[config.mk]
export PLATFORM = sky130hd
export DESIGN_NAME = rf_wb_arbiter_flat
export DESIGN_NICKNAME = d
export VERILOG_FILES = /design/src/rtl/rf_wb_arbiter_if.sv /design/src/rtl/rf_wb_arbiter.sv /design/src/flat_wrapper.sv
export SDC_FILE = /design/constraint.sdc
export NUM_CORES = 1
export LEC_CHECK = 0
export BUFFER_PORTS_ARGS = -buffer_cell sky130_fd_sc_hd__buf_4
export CAP_MARGIN = 20
export CORE_MARGIN = 1
export CORE_UTILIZATION = 40
export DETAILED_ROUTE_END_ITERATION = 7
export PLACE_DENSITY = 0.66
export REMOVE_ABC_BUFFERS = 1
export SLEW_MARGIN = 20
export SYNTH_ARGS = -nofsm -noshare
export SYNTH_HDL_FRONTEND = slang
export SYNTH_SLANG_ARGS = --single-unit
[constraint.sdc]
create_clock -name clk_i -period 8.1 [get_ports clk_i]
set_clock_uncertainty 0.15 [all_clocks]
set_input_delay 1.62 -clock clk_i [delete_from_list [all_inputs] [get_ports clk_i]]
set_output_delay 1.62 -clock clk_i [all_outputs]
set_load 0.005 [all_outputs]
[src/rtl/rf_wb_arbiter_if.sv]
// Bundle of writeback-arbiter handshake, issue-check and register-file write signals.
// The slave modport is the arbiter's view; the master modport is the surrounding pipeline.
`timescale 1ns/1ps
interface rf_wb_arbiter_if #(
    parameter int XLEN = 32,
    parameter int NREG = 32
);
    // ALU writeback requester
    logic            a_valid_i;
    logic [4:0]      a_rd_i;
    logic [XLEN-1:0] a_wd_i;
    logic            a_ready_o;

    // Load-unit writeback requester
    logic            b_valid_i;
    logic [4:0]      b_rd_i;
    logic [XLEN-1:0] b_wd_i;
    logic            b_ready_o;

    // Decode issue hazard check
    logic            issue_valid_i;
    logic [4:0]      issue_rs1_i;
    logic [4:0]      issue_rs2_i;
    logic [4:0]      issue_rd_i;
    logic            issue_we_i;
    logic            stall_o;

    // Registered register-file write port and scoreboard view
    logic            regwrite_o;
    logic [4:0]      rd_o;
    logic [XLEN-1:0] wd_o;
    logic [NREG-1:0] busy_o;

    modport slave (
        input  a_valid_i, a_rd_i, a_wd_i,
        output a_ready_o,
        input  b_valid_i, b_rd_i, b_wd_i,
        output b_ready_o,
        input  issue_valid_i, issue_rs1_i, issue_rs2_i, issue_rd_i, issue_we_i,
        output stall_o,
        output regwrite_o, rd_o, wd_o, busy_o
    );

    modport master (
        output a_valid_i, a_rd_i, a_wd_i,
        input  a_ready_o,
        output b_valid_i, b_rd_i, b_wd_i,
        input  b_ready_o,
        output issue_valid_i, issue_rs1_i, issue_rs2_i, issue_rd_i, issue_we_i,
        input  stall_o,
        input  regwrite_o, rd_o, wd_o, busy_o
    );
endinterface

[src/rtl/rf_wb_arbiter.sv]
// Two-requester round-robin writeback arbiter with a registered register-file
// write port and a busy-bit scoreboard that blocks hazardous issue.
`timescale 1ns/1ps
module rf_wb_arbiter #(
    parameter int XLEN = 32,
    parameter int NREG = 32
) (
    input  logic            clk_i,
    input  logic            reset_i,
    rf_wb_arbiter_if.slave  bus
);

    // Last-grant pointer values; reset points at B so A wins the first contention.
    localparam logic [0:0] PTR_A = 1'b0;
    localparam logic [0:0] PTR_B = 1'b1;

    logic [0:0]      r_lastGrant;
    logic            r_regWrite;
    logic [4:0]      r_rd;
    logic [XLEN-1:0] r_wd;
    logic [NREG-1:0] r_busy;

    logic            w_grantA;
    logic            w_grantB;
    logic            w_xfer;
    logic [4:0]      w_wbRd;
    logic [XLEN-1:0] w_wbWd;
    logic            w_stall;
    logic            w_issueSet;
    logic [NREG-1:0] w_busyNext;

    // Range-safe scoreboard lookup; index 0 and indices beyond NREG are never busy.
    function automatic logic busyAt(input logic [NREG-1:0] vec, input logic [4:0] idx);
        logic hit;
        hit = 1'b0;
        for (int i = 1; i < NREG; i++) begin
            if (idx == 5'(i)) begin
                hit = vec[i];
            end
        end
        return hit;
    endfunction

    // Grant selection: a lone requester wins outright, contention goes to the side not granted last.
    always_comb begin
        w_grantA = 1'b0;
        w_grantB = 1'b0;
        if (!reset_i) begin
            if (bus.a_valid_i && bus.b_valid_i) begin
                if (r_lastGrant == PTR_B) begin
                    w_grantA = 1'b1;
                end else begin
                    w_grantB = 1'b1;
                end
            end else begin
                w_grantA = bus.a_valid_i;
                w_grantB = bus.b_valid_i;
            end
        end
    end

    assign w_xfer = w_grantA | w_grantB;
    assign w_wbRd = w_grantA ? bus.a_rd_i : bus.b_rd_i;
    assign w_wbWd = w_grantA ? bus.a_wd_i : bus.b_wd_i;

    // Hazard check uses the registered scoreboard only, so a writeback this cycle cannot unblock issue early.
    always_comb begin
        w_stall = 1'b0;
        if (!reset_i && bus.issue_valid_i) begin
            w_stall = busyAt(r_busy, bus.issue_rs1_i) ||
                      busyAt(r_busy, bus.issue_rs2_i) ||
                      (bus.issue_we_i && busyAt(r_busy, bus.issue_rd_i));
        end
    end

    assign w_issueSet = !reset_i && bus.issue_valid_i && !w_stall &&
                        bus.issue_we_i && (bus.issue_rd_i != 5'd0);

    // Next scoreboard: writeback clears first, then issue sets, so a same-index set wins.
    always_comb begin
        w_busyNext = r_busy;
        for (int i = 1; i < NREG; i++) begin
            if (w_xfer && (w_wbRd == 5'(i))) begin
                w_busyNext[i] = 1'b0;
            end
            if (w_issueSet && (bus.issue_rd_i == 5'(i))) begin
                w_busyNext[i] = 1'b1;
            end
        end
        w_busyNext[0] = 1'b0;
    end

    // Pointer advances only when a transfer is actually accepted.
    always_ff @(posedge clk_i or posedge reset_i) begin
        if (reset_i) begin
            r_lastGrant <= PTR_B;
        end else if (w_xfer) begin
            r_lastGrant <= w_grantB ? PTR_B : PTR_A;
        end
    end

    // Registered write port: pulse on accepted writes to rd!=0, zero for rd=0, hold data when idle.
    always_ff @(posedge clk_i or posedge reset_i) begin
        if (reset_i) begin
            r_regWrite <= 1'b0;
            r_rd       <= 5'd0;
            r_wd       <= '0;
        end else if (w_xfer) begin
            if (w_wbRd != 5'd0) begin
                r_regWrite <= 1'b1;
                r_rd       <= w_wbRd;
                r_wd       <= w_wbWd;
            end else begin
                r_regWrite <= 1'b0;
                r_rd       <= 5'd0;
                r_wd       <= '0;
            end
        end else begin
            r_regWrite <= 1'b0;
        end
    end

    // Scoreboard register.
    always_ff @(posedge clk_i or posedge reset_i) begin
        if (reset_i) begin
            r_busy <= '0;
        end else begin
            r_busy <= w_busyNext;
        end
    end

    assign bus.a_ready_o  = w_grantA;
    assign bus.b_ready_o  = w_grantB;
    assign bus.stall_o    = w_stall;
    assign bus.regwrite_o = r_regWrite;
    assign bus.rd_o       = r_rd;
    assign bus.wd_o       = r_wd;
    assign bus.busy_o     = r_busy;

endmodule
[src/flat_wrapper.sv]
// flat-port wrapper written by rule: the top's interface ports become plain ports
module rf_wb_arbiter_flat 
#(
    parameter int XLEN = 32,
    parameter int NREG = 32
)
  (clk_i, reset_i, bus_a_valid_i, bus_a_rd_i, bus_a_wd_i, bus_a_ready_o, bus_b_valid_i, bus_b_rd_i, bus_b_wd_i, bus_b_ready_o, bus_issue_valid_i, bus_issue_rs1_i, bus_issue_rs2_i, bus_issue_rd_i, bus_issue_we_i, bus_stall_o, bus_regwrite_o, bus_rd_o, bus_wd_o, bus_busy_o);
  rf_wb_arbiter_if #(.XLEN(XLEN), .NREG(NREG)) bus_i ();
  input  logic clk_i;
  input  logic reset_i;
  input wire logic [$bits(bus_i.a_valid_i)-1:0] bus_a_valid_i;
  input wire logic [$bits(bus_i.a_rd_i)-1:0] bus_a_rd_i;
  input wire logic [$bits(bus_i.a_wd_i)-1:0] bus_a_wd_i;
  output wire logic [$bits(bus_i.a_ready_o)-1:0] bus_a_ready_o;
  input wire logic [$bits(bus_i.b_valid_i)-1:0] bus_b_valid_i;
  input wire logic [$bits(bus_i.b_rd_i)-1:0] bus_b_rd_i;
  input wire logic [$bits(bus_i.b_wd_i)-1:0] bus_b_wd_i;
  output wire logic [$bits(bus_i.b_ready_o)-1:0] bus_b_ready_o;
  input wire logic [$bits(bus_i.issue_valid_i)-1:0] bus_issue_valid_i;
  input wire logic [$bits(bus_i.issue_rs1_i)-1:0] bus_issue_rs1_i;
  input wire logic [$bits(bus_i.issue_rs2_i)-1:0] bus_issue_rs2_i;
  input wire logic [$bits(bus_i.issue_rd_i)-1:0] bus_issue_rd_i;
  input wire logic [$bits(bus_i.issue_we_i)-1:0] bus_issue_we_i;
  output wire logic [$bits(bus_i.stall_o)-1:0] bus_stall_o;
  output wire logic [$bits(bus_i.regwrite_o)-1:0] bus_regwrite_o;
  output wire logic [$bits(bus_i.rd_o)-1:0] bus_rd_o;
  output wire logic [$bits(bus_i.wd_o)-1:0] bus_wd_o;
  output wire logic [$bits(bus_i.busy_o)-1:0] bus_busy_o;
  assign bus_i.a_valid_i = bus_a_valid_i;
  assign bus_i.a_rd_i = bus_a_rd_i;
  assign bus_i.a_wd_i = bus_a_wd_i;
  assign bus_a_ready_o = bus_i.a_ready_o;
  assign bus_i.b_valid_i = bus_b_valid_i;
  assign bus_i.b_rd_i = bus_b_rd_i;
  assign bus_i.b_wd_i = bus_b_wd_i;
  assign bus_b_ready_o = bus_i.b_ready_o;
  assign bus_i.issue_valid_i = bus_issue_valid_i;
  assign bus_i.issue_rs1_i = bus_issue_rs1_i;
  assign bus_i.issue_rs2_i = bus_issue_rs2_i;
  assign bus_i.issue_rd_i = bus_issue_rd_i;
  assign bus_i.issue_we_i = bus_issue_we_i;
  assign bus_stall_o = bus_i.stall_o;
  assign bus_regwrite_o = bus_i.regwrite_o;
  assign bus_rd_o = bus_i.rd_o;
  assign bus_wd_o = bus_i.wd_o;
  assign bus_busy_o = bus_i.busy_o;
  rf_wb_arbiter #(.XLEN(XLEN), .NREG(NREG)) u_core (.clk_i(clk_i), .reset_i(reset_i), .bus(bus_i));
endmodule
==> results of run 1 <==
## final cells by class
cell class	instances	area, um2	area share
tap	168	210	0.0316
clock inverter	4	70.1	0.0105
sequential	70	1750	0.264
clock buffer	12	246	0.0371
multi-input combinational	453	2980	0.448
inverter	18	67.6	0.0102
timing repair buffer	172	1320	0.199
## power by group
group / leakage, nW / switching [mW] / total [mW] / internal (mW)
combinational: 1.84 / 0.158 / 0.310 / 0.152
clock: 0.157 / 0.145 / 0.421 / 0.277
sequential: 0.900 / 0.0613 / 0.456 / 0.395
## worst max-delay path: stages
cell,delay (ns)
buf_4,0.25
nor2b_1,0.77
a22o_1,0.26
a22oi_1,0.06
o2bb2ai_1,0.20
a211oi_1,0.10
o21ai_2,0.11
buf_4,0.33
o211a_1,0.21
buf_4,0.10
## layer usage
layer  vias to the layer above  track usage
met5                         -            0
met4                         0        0.132
met3                        43       0.0614
met2                       271        0.459
met1                      2550        0.360
li1                       2469            -
## how the worst min path moves through the flow
stage / startpoint / to / slack (ns) / cells past startpoint
2_1_floorplan: u_core.bus.rd_o[0]$_DFFE_PP0P_ / u_core.bus.rd_o[0]$_DFFE_PP0P_ / 0.32 / 2
3_3_place_gp: u_core.bus.wd_o[16]$_DFFE_PP0P_ / u_core.bus.wd_o[16]$_DFFE_PP0P_ / 0.31 / 2
3_5_place_dp: u_core.bus.wd_o[29]$_DFFE_PP0P_ / u_core.bus.wd_o[29]$_DFFE_PP0P_ / 0.32 / 2
4_1_cts: u_core.bus.wd_o[29]$_DFFE_PP0P_ / u_core.bus.wd_o[29]$_DFFE_PP0P_ / 0.33 / 2
5_1_grt: u_core.bus.wd_o[15]$_DFFE_PP0P_ / u_core.bus.wd_o[15]$_DFFE_PP0P_ / 0.36 / 2
6_report: u_core.bus.wd_o[29]$_DFFE_PP0P_ / u_core.bus.wd_o[29]$_DFFE_PP0P_ / 0.33 / 2
## per-stage QoR
stage / instances / hold WS [ns] / instance area (um2)
after floorplan: 541 / 0.323 / 4770
after global placement: 878 / 0.313 / 6270
after detailed placement: 878 / 0.321 / 6280
after CTS: 894 / 0.333 / 6600
after global routing: 897 / 0.358 / 6650
final: 897 / 0.330 / 6650
## registers in the layout (all words and copies together), names as in the netlist
name	cells
u_core.bus.wd_o	32
u_core.r_lastGrant	1
u_core.bus.busy_o	31
u_core.bus.regwrite_o	1
u_core.bus.rd_o	5
## cell families (layout without fill, tap and decap cells)
family / after synthesis / after routing / synth area share
AOI/OAI and AO/OA: 201 / 201 / 0.247
buffers and inverters: 69 / 206 / 0.0746
DFF: 70 / 70 / 0.345
muxes: 56 / 56 / 0.115
other: 1 / 1 / 0.000738
and+or+nand+nor: 195 / 195 / 0.218
## placed cells by master (no fill, tap or decap), drive strengths merged, types with 3 or more instances in the layout
cell type,netlist,layout
a211oi,6,6
a21oi,18,18
a22oi,4,4
a31oi,10,10
a32o,3,3
a32oi,5,5
and2,4,4
and3,3,3
and3b,3,3
buf,29,172
clkbuf,22,12
dfrtp,69,69
inv,18,18
mux2,7,7
mux2i,48,48
nand2,46,46
nand2b,15,15
nand3,7,7
nand3b,4,4
nand4,33,33
nand4b,5,5
nor2,23,23
nor2b,12,12
nor3,9,9
nor3b,10,10
nor4b,3,3
o211ai,3,3
o21ai,117,117
o221ai,4,4
o22ai,5,5
or3,9,9
or3b,5,5
==> reports/qor.yml, run 1 <==
synth:
  avgSynthCellArea_um2: 8.58
  yosys_most_used_dff: "dfrtp_1"
  synth_cell_types: 71
  synth-edff-count: 0
  ys_warn_count: 0
  yosys-top-cells-count: "77 x o21ai_0, 69 x dfrtp_1, 48 x mux2i_1"
  postSynthCellCount: 592
  synth_area_leaders: "dfrtp_1 34%, mux2i_1 9.5%, o21ai_0 7.6%, nand4_1 4.1%, o21ai_1 3.7%"
  synth.cell_area_um2: 5080
  ys_seq_area_frac: 0.345
  yosysTopAreaCellShare: 0.340
  synthMostInstantiatedCell: "o21ai_0"
  ys_async_sr_fraction: 1.00
  yosysTopAreaCell: "dfrtp_1"
  ys_ff_latch: 70
sta:
  min_period_ns: 5.82
  tightest_slew_ns: 0.994
  finalSetupViolations: 0
  relSlewSlack: 0.332
  tns_ns: 0
  fmax_ghz: 0.172
  setup_ws_ns: 2.28
  min_period_over_period: 0.718
  hold_violations: 0
  rsz0062_at_grt: "no"
  drv_slew: 0
setup_path:
  worst_ep_required_time_ns: 6.33
  crit_arrival_ns: 4.05
  rrSetupSlack_ns: 4.59
  rr_worst_depth: 7
  path_max_fanout: 32
  crit_path_end_kind: "output pin"
  worstSetupEndpoint: "bus_stall_o"
  crit_type: "primary input to output pin"
  startpoint: "bus_issue_rd_i[1]"
  worst_r2r_endpoint: "u_core.bus.wd_o[0]$_DFFE_PP0P_"
  worstSetupStartpointType: "primary input"
  r2r_start: "u_core.r_lastGrant$_DFFE_PP1P_"
hold_path:
  hp-class: "flop to flop"
cts:
  cts_buffers: 9
  post_cts_buffers: 0
  cts_tree: "yes"
  cts-root-to-sink-buffers: 2
  htree_levels: 3
  clock-sinks: 70
  clock-root-buffer: "clkbuf_16"
  clkTransAtPathRegs_ns: 0.05
  clk_latency_ns: 0.34
  cts_resized: 0
  hold_buffers: 0
global_routing:
  antenna_found_initial: 0
  grt_pass1_wl_mm: 28.0
  grt_max_degree: 49
  grt_pass1_vias: 5070
  grt_overflow_total: 0
  grtUsageTotal: 0.282
power:
  ir_drop_mv: 0.125
  total_power_mw: 1.19
  power_density_nw_per_um2: 179
  p_leak_nw: 2.90
detailed_routing:
  dr_wl_met2_mm: 8.55
  initialDrtViolationCount: 479
  ant_nets: 0
  wl_per_cell_um: 20.1
  drc_errors: 0
  drtPass1Iterations: 6
  dr.max_layer_used: "met4"
  detailroute.via_count: 5333
  routed_wl_mm: 18.0
  met3_length_mm: 1.46
  vias_per_cell: 5.95
  wl_met1_mm: 7.41
layout:
  area_delta_synth_final_pct: 30.9
  diodes: 0
  fill_cells: 1161
  nets: 819
  utilization: 0.545
  drive_above_1_share: 0.291
floorplan:
  dieArea_um2: 13200
  start_util: 0.416
  placementRows: 40
  core-area_um2: 12200
  die_height_um: 115
  die_w_um: 115
  io_pins: 168
run_status:
  status: "completed"
place:
  place.gp.congestion: 0.964
  preCtsSetupSlack_ns: 2.37
  io_buffers: 166
  hpwl_mm: 13.4
flow_run:
  maxCapViolCount: 0
(Power assumes the default switching activity.)
==> run 2, diff against run 1 <==
Settings changed: PLACE_DENSITY 0.66 to 0.68.
Clock period 8.1 ns to 5.3 ns, I/O delays scaled along.
==> run 2 against run 1 <==
Effect of this change: sequential power grew 53%; critical endpoint unchanged; design area is 0.41% lower; wire length decreased by 2.0%; critical path depth fell by 1; count of clock-buffer cells in the layout is 3 higher; worst hold slack improved by 0.0035 ns; clock power up 27%; die area did not move; non-clock buffer count increased by 4; first-iteration DRC count increased by 22%.
==> reports/qor.yml, run 2 (same netlist as run 1, synthesis figures left out) <==
cts:
  clk_latency_ns: 0.33  # about the same
  htree_levels: 3  # unchanged
  cts-root-to-sink-buffers: 2  # unchanged
  clock-root-buffer: "clkbuf_16"
  clkTransAtPathRegs_ns: 0.05  # about the same
  clock-sinks: 70  # unchanged
  cts_resized: 0  # unchanged
  cts_buffers: 9  # unchanged
  hold_buffers: 0  # unchanged
  post_cts_buffers: 0  # unchanged
  cts_tree: "yes"
floorplan:
  start_util: 0.416  # unchanged
  die_w_um: 115  # unchanged
  core-area_um2: 12200  # unchanged
  dieArea_um2: 13200  # unchanged
  io_pins: 168  # unchanged
  die_height_um: 115  # unchanged
  placementRows: 40  # unchanged
flow_run:
  maxCapViolCount: 0  # unchanged
setup_path:
  startpoint: "bus_issue_rs1_i[0]"
  crit_path_end_kind: "output pin"
  cpPeakStageDelay_ns: 0.44  # -0.33 ns
  crit_arrival_ns: 3.02  # -1.03 ns
  path_max_fanout: 28  # -13%
  crit_chain: "buf_4, or3b_1, a2111o_1, a2bb2oi_1, a21oi_1, o22ai_2, o21ai_2, o211a_1, buf_4"
  slowest_stage: "a2111o_1"
  r2r_start: "u_core.r_lastGrant$_DFFE_PP1P_"
  worst_ep_required_time_ns: 4.09  # -2.24 ns
  worstSetupStartpointType: "primary input"
  crit_type: "primary input to output pin"
  crit_top_cell: "buf_4"
detailed_routing:
  routed_wl_mm: 17.6  # -2.0%
  drc_errors: 0  # unchanged
  initialDrtViolationCount: 582  # +22%
  vias_per_cell: 5.90  # -0.78%
  ant_nets: 0  # unchanged
  detailroute.via_count: 5315  # -0.34%
  wl_per_cell_um: 19.6  # -2.4%
  drtPass1Iterations: 5  # -1
layout:
  diodes: 0  # unchanged
  area_delta_synth_final_pct: 30.3
  ff_latch_area_um2: 1750  # unchanged
  fill_cells: 1202  # +3.5%
  final_common_cell: "buf_4"
  layout.cells.most_common_list: "174 x buf_4, 76 x o21ai_0, 69 x dfrtp_1, 48 x mux2i_1, 46 x nand2_1"
  multi_input_area_um2: 2980  # unchanged
  design_area_um2: 6620  # -0.41%
  drive_above_1_share: 0.291  # about the same
  nets: 823  # +0.49%
  largest_reg_flops: 32  # unchanged
power:
  p_leak_nw: 2.89  # -0.31%
  power_density_nw_per_um2: 257  # +44%
  total_power_mw: 1.70  # +43%
  p_sw_mw: 0.536  # +47%
  combPwrFrac: 0.277  # +0.016
  ir_drop_mv: 0.179  # +43%
  p_int_mw: 1.17  # +42%
  clkPwrFrac: 0.313  # -0.042
  pwr-share-seq: 0.410  # +0.026
  swShare: 0.315  # +0.00865
place:
  placed_area_um2: 6310  # +0.48%
  io_buffers: 166  # unchanged
  hpwl_mm: 13.2  # -1.5%
  place.gp.congestion: 0.983  # +2.0%
sta:
  min_period_over_period: 0.797
  min_period_ns: 4.23
  relSlewSlack: 0.459  # +0.126
  hold_violations: 0  # unchanged
  fmax_ghz: 0.237
  rsz0062_at_grt: "no"
  finalSetupViolations: 0  # unchanged
  drv_slew: 0  # unchanged
  tightest_slew_ns: 0.809  # -0.185 ns
hold_path:
  hp-class: "flop to flop"
  min_from: "u_core.bus.wd_o[25]$_DFFE_PP0P_"
global_routing:
  grt_pass1_wl_mm: 27.4  # -1.9%
  grt_overflow_total: 0  # unchanged
  antenna_found_initial: 0  # unchanged
  grt_pass1_vias: 5111  # +0.81%
  grtUsageTotal: 0.276  # -0.00617
  grt_max_degree: 49  # unchanged
run_status:
  status: "completed"
[run 2: critical path, delay by kind of cell]
family | cells | cell delay (ns)
buffers and inverters | 2 | 0.40
and+or+nand+nor | 1 | 0.38
AOI/OAI and AO/OA | 6 | 1.17
[run 2: power groups by stage]
| stage | sequential (mW) | combinational [mW] | clock [mW] |
|---|---|---|---|
| floorplan | 0.666 | 0.209 | 0 |
| global placement | 0.703 | 0.458 | 0 |
| detailed placement | 0.704 | 0.468 | 0 |
| CTS | 0.697 | 0.467 | 0.544 |
| global route | 0.704 | 0.520 | 0.565 |
| finish | 0.698 | 0.471 | 0.533 |
[run 2: cell type report]
cell class | instances | share of cell area
clock buffers | 15 | 0.0389
clock inverters | 1 | 0.000756
inverters | 18 | 0.0102
multi-input cells | 453 | 0.450
flip-flops and latches | 70 | 0.265
well taps | 168 | 0.0317
repair buffers | 176 | 0.204
[run 2: per-stage QoR]
step           hold slack [ns]  std cells   util  setup slack (ns)  TNS (ns)
2_1_floorplan            0.323        541      -            -0.567    -16.57
3_3_place_gp             0.316        883  0.517              1.12         0
3_5_place_dp             0.325        883  0.517              1.09         0
4_1_cts                  0.337        899  0.538              1.09         0
5_1_grt                  0.359        901  0.542             0.979         0
6_report                 0.333        901  0.542              1.07         0
[run 2: metal layers]
layer | vias to the layer above | part of all wire | global-route usage
li1 | 2477 | - | -
met1 | 2551 | 0.41 | 0.351
met2 | 259 | 0.49 | 0.463
met3 | 28 | 0.076 | 0.0551
met4 | 0 | 0.024 | 0.108
met5 | - | 0 | 0
[run 2: path summary, 6_finish.rpt]
check	cells after the start	to	slack (ns)
min	2	u_core.bus.wd_o[25]$_DFFE_PP0P_	0.33
max in group asynchronous	3	u_core.bus.busy_o[25]$_DFFE_PP0P_	3.26
max	9	bus_stall_o	1.07
min reg2reg	2	u_core.bus.wd_o[25]$_DFFE_PP0P_	0.33
max reg2reg	8	u_core.bus.wd_o[7]$_DFFE_PP0P_	2.30
min in group asynchronous	2	u_core.bus.wd_o[13]$_DFFE_PP0P_	0.74
